$ cat src/rtl/lsu_mem_if_pkg.sv
// Shared definitions for the load/store unit memory interface.
//   - ALU_* operation codes for the load/store opcodes (plus one non-memory code)
//   - lsu_req_t: the request captured at the core handshake
//   - helpers that classify an opcode and derive its access width and split rule
package lsu_mem_if_pkg;

    localparam logic [5:0] ALU_ADD = 6'h01;  // representative non-memory code
    localparam logic [5:0] ALU_LB  = 6'h10;
    localparam logic [5:0] ALU_LH  = 6'h11;
    localparam logic [5:0] ALU_LW  = 6'h12;
    localparam logic [5:0] ALU_LBU = 6'h14;
    localparam logic [5:0] ALU_LHU = 6'h15;
    localparam logic [5:0] ALU_SB  = 6'h18;
    localparam logic [5:0] ALU_SH  = 6'h19;
    localparam logic [5:0] ALU_SW  = 6'h1A;

    typedef struct packed {
        logic [5:0]  alucode;
        logic [31:0] addr;
        logic [31:0] wdata;
    } lsu_req_t;

    function automatic logic is_load(input logic [5:0] code);
        return (code == ALU_LB) || (code == ALU_LH) || (code == ALU_LW) ||
               (code == ALU_LBU) || (code == ALU_LHU);
    endfunction

    function automatic logic is_store(input logic [5:0] code);
        return (code == ALU_SB) || (code == ALU_SH) || (code == ALU_SW);
    endfunction

    function automatic logic is_mem(input logic [5:0] code);
        return is_load(code) || is_store(code);
    endfunction

    // Byte-enable pattern of the access before lane shifting.
    function automatic logic [3:0] size_mask(input logic [5:0] code);
        case (code)
            ALU_LB, ALU_LBU, ALU_SB: return 4'b0001;
            ALU_LH, ALU_LHU, ALU_SH: return 4'b0011;
            default:                 return 4'b1111;
        endcase
    endfunction

    // True when the access straddles a word boundary and needs a second beat.
    function automatic logic needs_split(input logic [5:0] code, input logic [1:0] off);
        case (code)
            ALU_LH, ALU_LHU, ALU_SH: return off == 2'd3;
            ALU_LW, ALU_SW:          return off != 2'd0;
            default:                 return 1'b0;
        endcase
    endfunction

endpackage

$ cat src/rtl/lsu_mem_if_if.sv
// Word-organised data memory request/response bus.
//   req/we/be/addr/wdata : initiator -> memory, held until gnt
//   gnt                  : memory accepted the request this cycle
//   rvalid/rdata         : one in-order response per granted access
interface lsu_mem_if_if;
    logic        req;
    logic        we;
    logic [3:0]  be;
    logic [31:0] addr;
    logic [31:0] wdata;
    logic        gnt;
    logic        rvalid;
    logic [31:0] rdata;

    modport master (output req, we, be, addr, wdata, input gnt, rvalid, rdata);
    modport slave  (input req, we, be, addr, wdata, output gnt, rvalid, rdata);
endinterface

$ cat src/rtl/lsu_lane_align.sv
// Combinational lane steering for the load/store unit.
//   off, size, wdata -> be64 (byte enables over a two-word window) and d64
//                       (store data shifted into its byte lanes)
//   lo, hi, off, alucode -> ldata (load bytes realigned and extended)
// Only hi[23:0] is taken: with off <= 3 the top byte of the second word is
// never part of the result.
module lsu_lane_align
    import lsu_mem_if_pkg::*;
(
    input  logic [1:0]  off,
    input  logic [3:0]  size,
    input  logic [31:0] wdata,
    input  logic [31:0] lo,
    input  logic [23:0] hi,
    input  logic [5:0]  alucode,
    output logic [7:0]  be64,
    output logic [63:0] d64,
    output logic [31:0] ldata
);

    logic [4:0]  shamt;
    logic [31:0] v;

    assign shamt = {off, 3'b000};
    assign be64  = {4'b0000, size} << off;
    assign d64   = {32'd0, wdata} << shamt;

    // {hi,lo} >> 8*off, written per offset
    always_comb begin
        v = lo;
        case (off)
            2'd0: v = lo;
            2'd1: v = {hi[7:0],  lo[31:8]};
            2'd2: v = {hi[15:0], lo[31:16]};
            2'd3: v = {hi[23:0], lo[31:24]};
            default: v = lo;
        endcase
    end

    // Non-load codes return zero so stores complete with rsp_rdata = 0.
    always_comb begin
        ldata = '0;
        case (alucode)
            ALU_LB:  ldata = {{24{v[7]}}, v[7:0]};
            ALU_LH:  ldata = {{16{v[15]}}, v[15:0]};
            ALU_LW:  ldata = v;
            ALU_LBU: ldata = {24'd0, v[7:0]};
            ALU_LHU: ldata = {16'd0, v[15:0]};
            default: ldata = '0;
        endcase
    end

endmodule

$ cat src/rtl/lsu_mem_if.sv
// Load/store unit front end to the word-organised data memory.
//   clk, rst_n        : clock, asynchronous active-low reset
//   req_*             : byte-addressed load/store request from execute
//                       (req_ready only in IDLE)
//   rsp_valid/rdata   : one-cycle completion pulse with extended load data
//   mem (master)      : word-aligned memory bus, one access outstanding
// Word-crossing halfword/word accesses are issued as two consecutive beats.
module lsu_mem_if
    import lsu_mem_if_pkg::*;
(
    input  logic         clk,
    input  logic         rst_n,
    input  logic         req_valid,
    output logic         req_ready,
    input  logic [5:0]   req_alucode,
    input  logic [31:0]  req_addr,
    input  logic [31:0]  req_wdata,
    output logic         rsp_valid,
    output logic [31:0]  rsp_rdata,
    lsu_mem_if_if.master mem
);

    typedef enum logic [2:0] {
        S_IDLE,
        S_REQ0,
        S_WAIT0,
        S_REQ1,
        S_WAIT1
    } state_t;

    state_t      state, state_nx;
    lsu_req_t    cur;
    logic [31:0] lo_q;
    logic [1:0]  off;
    logic        split, st, fire_rsp;
    logic [31:0] word0, word1, lo_in;
    logic [23:0] hi_in;
    logic [7:0]  be64;
    logic [63:0] d64;
    logic [31:0] ldata;

    assign off   = cur.addr[1:0];
    assign split = needs_split(cur.alucode, off);
    assign st    = is_store(cur.alucode);
    assign word0 = {cur.addr[31:2], 2'b00};
    assign word1 = word0 + 32'd4;  // wraps past 0xFFFFFFFC

    // The response word is fed straight in on the completing beat so the
    // result can be registered in the same edge; hi is zero unless split.
    assign lo_in = (state == S_WAIT0) ? mem.rdata : lo_q;
    assign hi_in = (state == S_WAIT1) ? mem.rdata[23:0] : 24'd0;

    lsu_lane_align u_align (
        .off     (off),
        .size    (size_mask(cur.alucode)),
        .wdata   (cur.wdata),
        .lo      (lo_in),
        .hi      (hi_in),
        .alucode (cur.alucode),
        .be64    (be64),
        .d64     (d64),
        .ldata   (ldata)
    );

    always_ff @(posedge clk or negedge rst_n) begin
        if (!rst_n) state <= S_IDLE;
        else        state <= state_nx;
    end

    // Bus outputs decode from state and the captured request only, so they
    // are naturally stable while a request waits for gnt.
    always_comb begin
        state_nx  = state;
        req_ready = 1'b0;
        fire_rsp  = 1'b0;
        mem.req   = 1'b0;
        mem.we    = 1'b0;
        mem.be    = 4'h0;
        mem.addr  = 32'd0;
        mem.wdata = 32'd0;
        case (state)
            S_IDLE: begin
                req_ready = 1'b1;
                if (req_valid && is_mem(req_alucode)) state_nx = S_REQ0;
            end
            S_REQ0: begin
                mem.req   = 1'b1;
                mem.we    = st;
                mem.addr  = word0;
                mem.be    = st ? be64[3:0] : 4'hF;
                mem.wdata = st ? d64[31:0] : 32'd0;
                if (mem.gnt) state_nx = S_WAIT0;
            end
            S_WAIT0: begin
                if (mem.rvalid) begin
                    state_nx = split ? S_REQ1 : S_IDLE;
                    fire_rsp = !split;
                end
            end
            S_REQ1: begin
                mem.req   = 1'b1;
                mem.we    = st;
                mem.addr  = word1;
                mem.be    = st ? be64[7:4] : 4'hF;
                mem.wdata = st ? d64[63:32] : 32'd0;
                if (mem.gnt) state_nx = S_WAIT1;
            end
            S_WAIT1: begin
                if (mem.rvalid) begin
                    state_nx = S_IDLE;
                    fire_rsp = 1'b1;
                end
            end
            default: state_nx = S_IDLE;
        endcase
    end

    always_ff @(posedge clk or negedge rst_n) begin
        if (!rst_n) begin
            cur       <= '0;
            lo_q      <= '0;
            rsp_valid <= 1'b0;
            rsp_rdata <= '0;
        end else begin
            rsp_valid <= 1'b0;
            if (req_valid && req_ready) begin
                cur <= '{alucode: req_alucode, addr: req_addr, wdata: req_wdata};
                // Non-memory codes complete on the next cycle with zero data.
                if (!is_mem(req_alucode)) begin
                    rsp_valid <= 1'b1;
                    rsp_rdata <= '0;
                end
            end
            if (state == S_WAIT0 && mem.rvalid && is_load(cur.alucode)) lo_q <= mem.rdata;
            if (fire_rsp) begin
                rsp_valid <= 1'b1;
                rsp_rdata <= ldata;
            end
        end
    end

endmodule

$ cat src/flat_wrapper.sv
// flat-port wrapper written by rule: the top's interface ports become plain ports
module lsu_mem_if_flat import lsu_mem_if_pkg::*;
  (clk, rst_n, req_valid, req_ready, req_alucode, req_addr, req_wdata, rsp_valid, rsp_rdata, mem_req, mem_we, mem_be, mem_addr, mem_wdata, mem_gnt, mem_rvalid, mem_rdata);
  lsu_mem_if_if mem_i ();
  input  logic clk;
  input  logic rst_n;
  input  logic req_valid;
  output logic req_ready;
  input  logic [5:0] req_alucode;
  input  logic [31:0] req_addr;
  input  logic [31:0] req_wdata;
  output logic rsp_valid;
  output logic [31:0] rsp_rdata;
  output wire logic [$bits(mem_i.req)-1:0] mem_req;
  output wire logic [$bits(mem_i.we)-1:0] mem_we;
  output wire logic [$bits(mem_i.be)-1:0] mem_be;
  output wire logic [$bits(mem_i.addr)-1:0] mem_addr;
  output wire logic [$bits(mem_i.wdata)-1:0] mem_wdata;
  input wire logic [$bits(mem_i.gnt)-1:0] mem_gnt;
  input wire logic [$bits(mem_i.rvalid)-1:0] mem_rvalid;
  input wire logic [$bits(mem_i.rdata)-1:0] mem_rdata;
  assign mem_req = mem_i.req;
  assign mem_we = mem_i.we;
  assign mem_be = mem_i.be;
  assign mem_addr = mem_i.addr;
  assign mem_wdata = mem_i.wdata;
  assign mem_i.gnt = mem_gnt;
  assign mem_i.rvalid = mem_rvalid;
  assign mem_i.rdata = mem_rdata;
  lsu_mem_if u_core (.clk(clk), .rst_n(rst_n), .req_valid(req_valid), .req_ready(req_ready), .req_alucode(req_alucode), .req_addr(req_addr), .req_wdata(req_wdata), .rsp_valid(rsp_valid), .rsp_rdata(rsp_rdata), .mem(mem_i));
endmodule
$ cat config.mk
export PLATFORM = sky130hd
export DESIGN_NAME = lsu_mem_if_flat
export DESIGN_NICKNAME = d
export VERILOG_FILES = /design/src/rtl/lsu_mem_if_pkg.sv /design/src/rtl/lsu_mem_if_if.sv /design/src/rtl/lsu_lane_align.sv /design/src/rtl/lsu_mem_if.sv /design/src/flat_wrapper.sv
export SDC_FILE = /design/constraint.sdc
export NUM_CORES = 1
export LEC_CHECK = 0
export CAP_MARGIN = 20
export CORE_ASPECT_RATIO = 0.75
export CORE_UTILIZATION = 50
export CTS_CLUSTER_SIZE = 20
export DETAILED_ROUTE_END_ITERATION = 8
export GPL_ROUTABILITY_DRIVEN = 0
export GPL_TIMING_DRIVEN = 0
export PLACE_DENSITY = 0.77
export SLEW_MARGIN = 20
export SYNTH_ARGS = -nofsm -noshare
export SYNTH_HDL_FRONTEND = slang
export SYNTH_SLANG_ARGS = --single-unit
$ cat constraint.sdc
create_clock -name clk -period 2.45 [get_ports clk]
set_input_delay 0.245 -clock clk [delete_from_list [all_inputs] [get_ports clk]]
set_output_delay 0.245 -clock clk [all_outputs]
set_load 0.05 [all_outputs]
==> key figures <==
STA
  • Setup-failing EPs final: 11
  • Max Slew Vio Count: 0
  • Max Clk Rate: 398 MHz
  • Fin Setup TNS: -0.293 ns
  • Setup ws final: -0.0637 ns
  • Min cycle time layout: 2.51 ns
  • Layout Skew: 0.00893 ns
  • Part of the cycle the worst path needs: 103%
  • Hold slack final: 0.299 ns
  • RSZ-0062 raised after global routing: true
  • Relative slew margins: 42.8%
  • Final Hold Fails: 0
  • Least-Margin Pin Slew: 0.857 ns

Detailed routing
  • DR vias: 8,337
  • Iter 0 DRT Violations: 978
  • Met3 wire length: 3.60 mm
  • Total wire length: 30.7 mm
  • Drt pass-1 iters: 6
  • Vias per cell: 6.33
  • WL/cell: 23.3 um
  • DR DRC count: 0
  • M1 wire length: 12.9 mm
  • Post-route ant nets: 0
  • Met2 WL: 13.3 mm
  • Highest routed layer: met4

Clocking
  • CTS tree: built
  • CTS H-Tree Depth: 4
  • Clock buffer depth: 2
  • Clock transition at path regs: 0.06 ns
  • Worst skew pair latency: 0.43 ns
  • TritonCTS Buffers: 17
  • Clk root buf: clkbuf_16
  • CTS sink count: 138

Worst hold path
  • Hold Crit Class: input port to asynchronous set/reset pin

GRT
  • Total gr overflow: 0
  • Global-route wire length before repair: 43.3 mm
  • Initial antenna violation count: 2
  • Vias in the first global route: 7,587
  • Pin count of the biggest net entering global routing: 89
  • Gr usage total: 33.5%

Setup path
  • Critical path, cell by cell: buf_6 -> clkinvlp_4 -> buf_4 -> buf_4 -> nor2_4 -> a21oi_1 -> nor2_1 -> buf_4
  • Req. time, crit path: 2.20 ns
  • Critical Path Source: u_core.state[1]
  • R2R Path Start: u_core.state[0]
  • Crit path to: mem_wdata[13]
  • Crit Reg-Reg Endpoint: u_core.rsp_rdata[14]
  • Max incr delay on CP: 0.37 ns
  • Critical Path AT: 2.27 ns
  • Most used cell, CP: buf_4
  • Crit Path Max Fanout: 8
  • FF-to-FF path depth: 9
  • Crit Path Category: register to output pin
  • Slowest-stage cell, CP: dfrtp_1
  • CP startpoint kind: register
  • Worst setup EP type: output pin
  • FF-to-FF setup slack: 0 ns

Synth
  • Top_reg_cell synth: dfrtp_1
  • Post-synthesis sequential area ratio: 41.2%
  • Post-Syn Area: 8380 um^2
  • Synth top cells by count: dfrtp_1 (138), mux2_2 (118), nor2_1 (100)
  • Syn Inst Count: 816
  • Ys Warns: 0
  • Most frequent cell after synthesis: dfrtp_1
  • Post-synth EDFFs: 0
  • Avg Inst Size Synth: 10.3 um^2
  • Area contributors post-synth: dfrtp_1 (41%), mux2_2 (16%), mux2i_1 (5.7%), nor2_1 (4.5%), mux4_2 (3.2%)
  • Number of distinct library cells after synthesis: 58
  • Fraction of registers with async set/reset: 100%
  • Yosys top cell area share: 41.2%
  • Synthesized flop and latch total: 138
  • Yosys top cell by area: dfrtp_1

Placed design
  • Placed cell areas: 10,900 um^2
  • I/O Buffers: 208
  • Post-DP HPWL: 20.0 mm

Finish
  • P&R area growth vs syn: 51.2%
  • Layout Utilization: 78.2%
  • Post-route cell area: 12,700 um^2
  • Nets: 1,201
  • Fill count: 994
  • Share of post-route cells with drive strength above 1: 41.5%

Power and ir drop
  • Worst VDD drop: 0.541 mV
  • Power, Total: 16.1 mW
  • Leak: 5.12 nW
  • Pwr Density: 1270 nW/um^2

Run
  • Max Cap Viol: 0

Die
  • Die Width: 151 um
  • Row cnt: 40
  • I/O pins: 211
  • Core Box Area: 16,200 um^2
  • Starting Density: 51.7%
  • Die area: 17,300 um^2
  • Die H: 114 um

Run status
  • Status: complete, but fails checks
  • Failing checks: negative setup slack
worst max-delay path, delay by kind of cell, from the launching register on:
family                 cells  cell delay [ns]
flip-flops                 1             0.37
AND/OR/NAND/NOR            2             0.49
buffers and inverters      5             0.84
AO/OA/AOI/OAI              1             0.14
cell type report:
type                    instances  area (um^2)  area share, %
diodes                          1         2.50         0.0197
plain buffers                  62          522           4.12
clock buffers                  22          484           3.82
clock inverters                10          115          0.908
inverters                      12         56.3          0.444
multi-input cells             603         5320           42.0
flip-flops and latches        138         3460           27.3
well taps                     210          263           2.07
repair buffers                259         2450           19.3
cells by family after synthesis:
family	synth area share [%]
XOR/XNOR	3.03
multiplexers	24.9
adder cells (fa/ha/maj)	0.149
AO/OA/AOI/OAI	12.3
other	0.0447
AND/OR/NAND/NOR	13.9
buffers and inverters	4.46
flip-flops	41.2
metrics by stage:
stage,cells,setup slack (ns)
after floorplan,817,-0.337
after global placement,1235,-4.41
after detailed placement,1236,-1.08
after CTS,1286,-0.0997
after global routing,1317,-0.117
final,1317,-0.0637
state kept, by name, summed over array words and instances, names as in the netlist:
| name | count |
|---|---|
| u_core.cur | 70 |
| u_core.lo_q | 32 |
| u_core.rsp_rdata | 32 |
| u_core.state | 3 |
| u_core.rsp_valid | 1 |
per-layer routing:
layer / GRT usage, % / up-vias
met5: 0 / -
met2: 46.6 / 575
met4: 9.77 / 0
met1: 49.8 / 4128
li1: - / 3551
met3: 10.1 / 83
power by group:
group	switching (mW)	leakage [nW]	internal (mW)
Clock	1.00	0.289	1.61
Sequential	0.856	1.74	3.11
Combinational	5.60	3.09	3.97
Total	7.46	5.12	8.69
timing repair:
action	CTS	global route
setup buffers	20	27
endpoints found under the hold margin	50	0
endpoints found under the setup margin	94	97
cloned	0	3
pin swaps	9	29
hold buffers	1	0
resized for setup	485	159
placed cells by master (no fill, tap or decap), types with 14 or more instances in the layout:
| cell type | n |
|---|---|
| nand2_1 | 41 |
| a221o_1 | 20 |
| buf_2 | 30 |
| nor2_4 | 15 |
| nand3_1 | 18 |
| nor2_1 | 71 |
| clkdlybuf4s50_1 | 139 |
| mux2i_1 | 26 |
| nor3_1 | 17 |
| buf_6 | 37 |
| dfrtp_1 | 129 |
| nor2_2 | 14 |
| clkbuf_16 | 18 |
| a21oi_1 | 36 |
| xor2_1 | 22 |
| o21ai_0 | 25 |
| buf_4 | 60 |
| mux2_2 | 118 |
how the worst min path moves through the flow:
stage	startpoint	end	slack [ns]	depth (start not counted)
6_report	rst_n	u_core.lo_q[24]	0.30	2
5_1_grt	rst_n	u_core.lo_q[24]	0.33	2
4_1_cts	rst_n	u_core.lo_q[24]	0.31	2
3_5_place_dp	rst_n	u_core.lo_q[24]	0.18	1
3_3_place_gp	u_core.lo_q[11]	u_core.lo_q[11]	0.46	2
2_1_floorplan	rst_n	u_core.cur[0]	-0.05	0
Note: power is estimated with default switching activity, not from simulation.
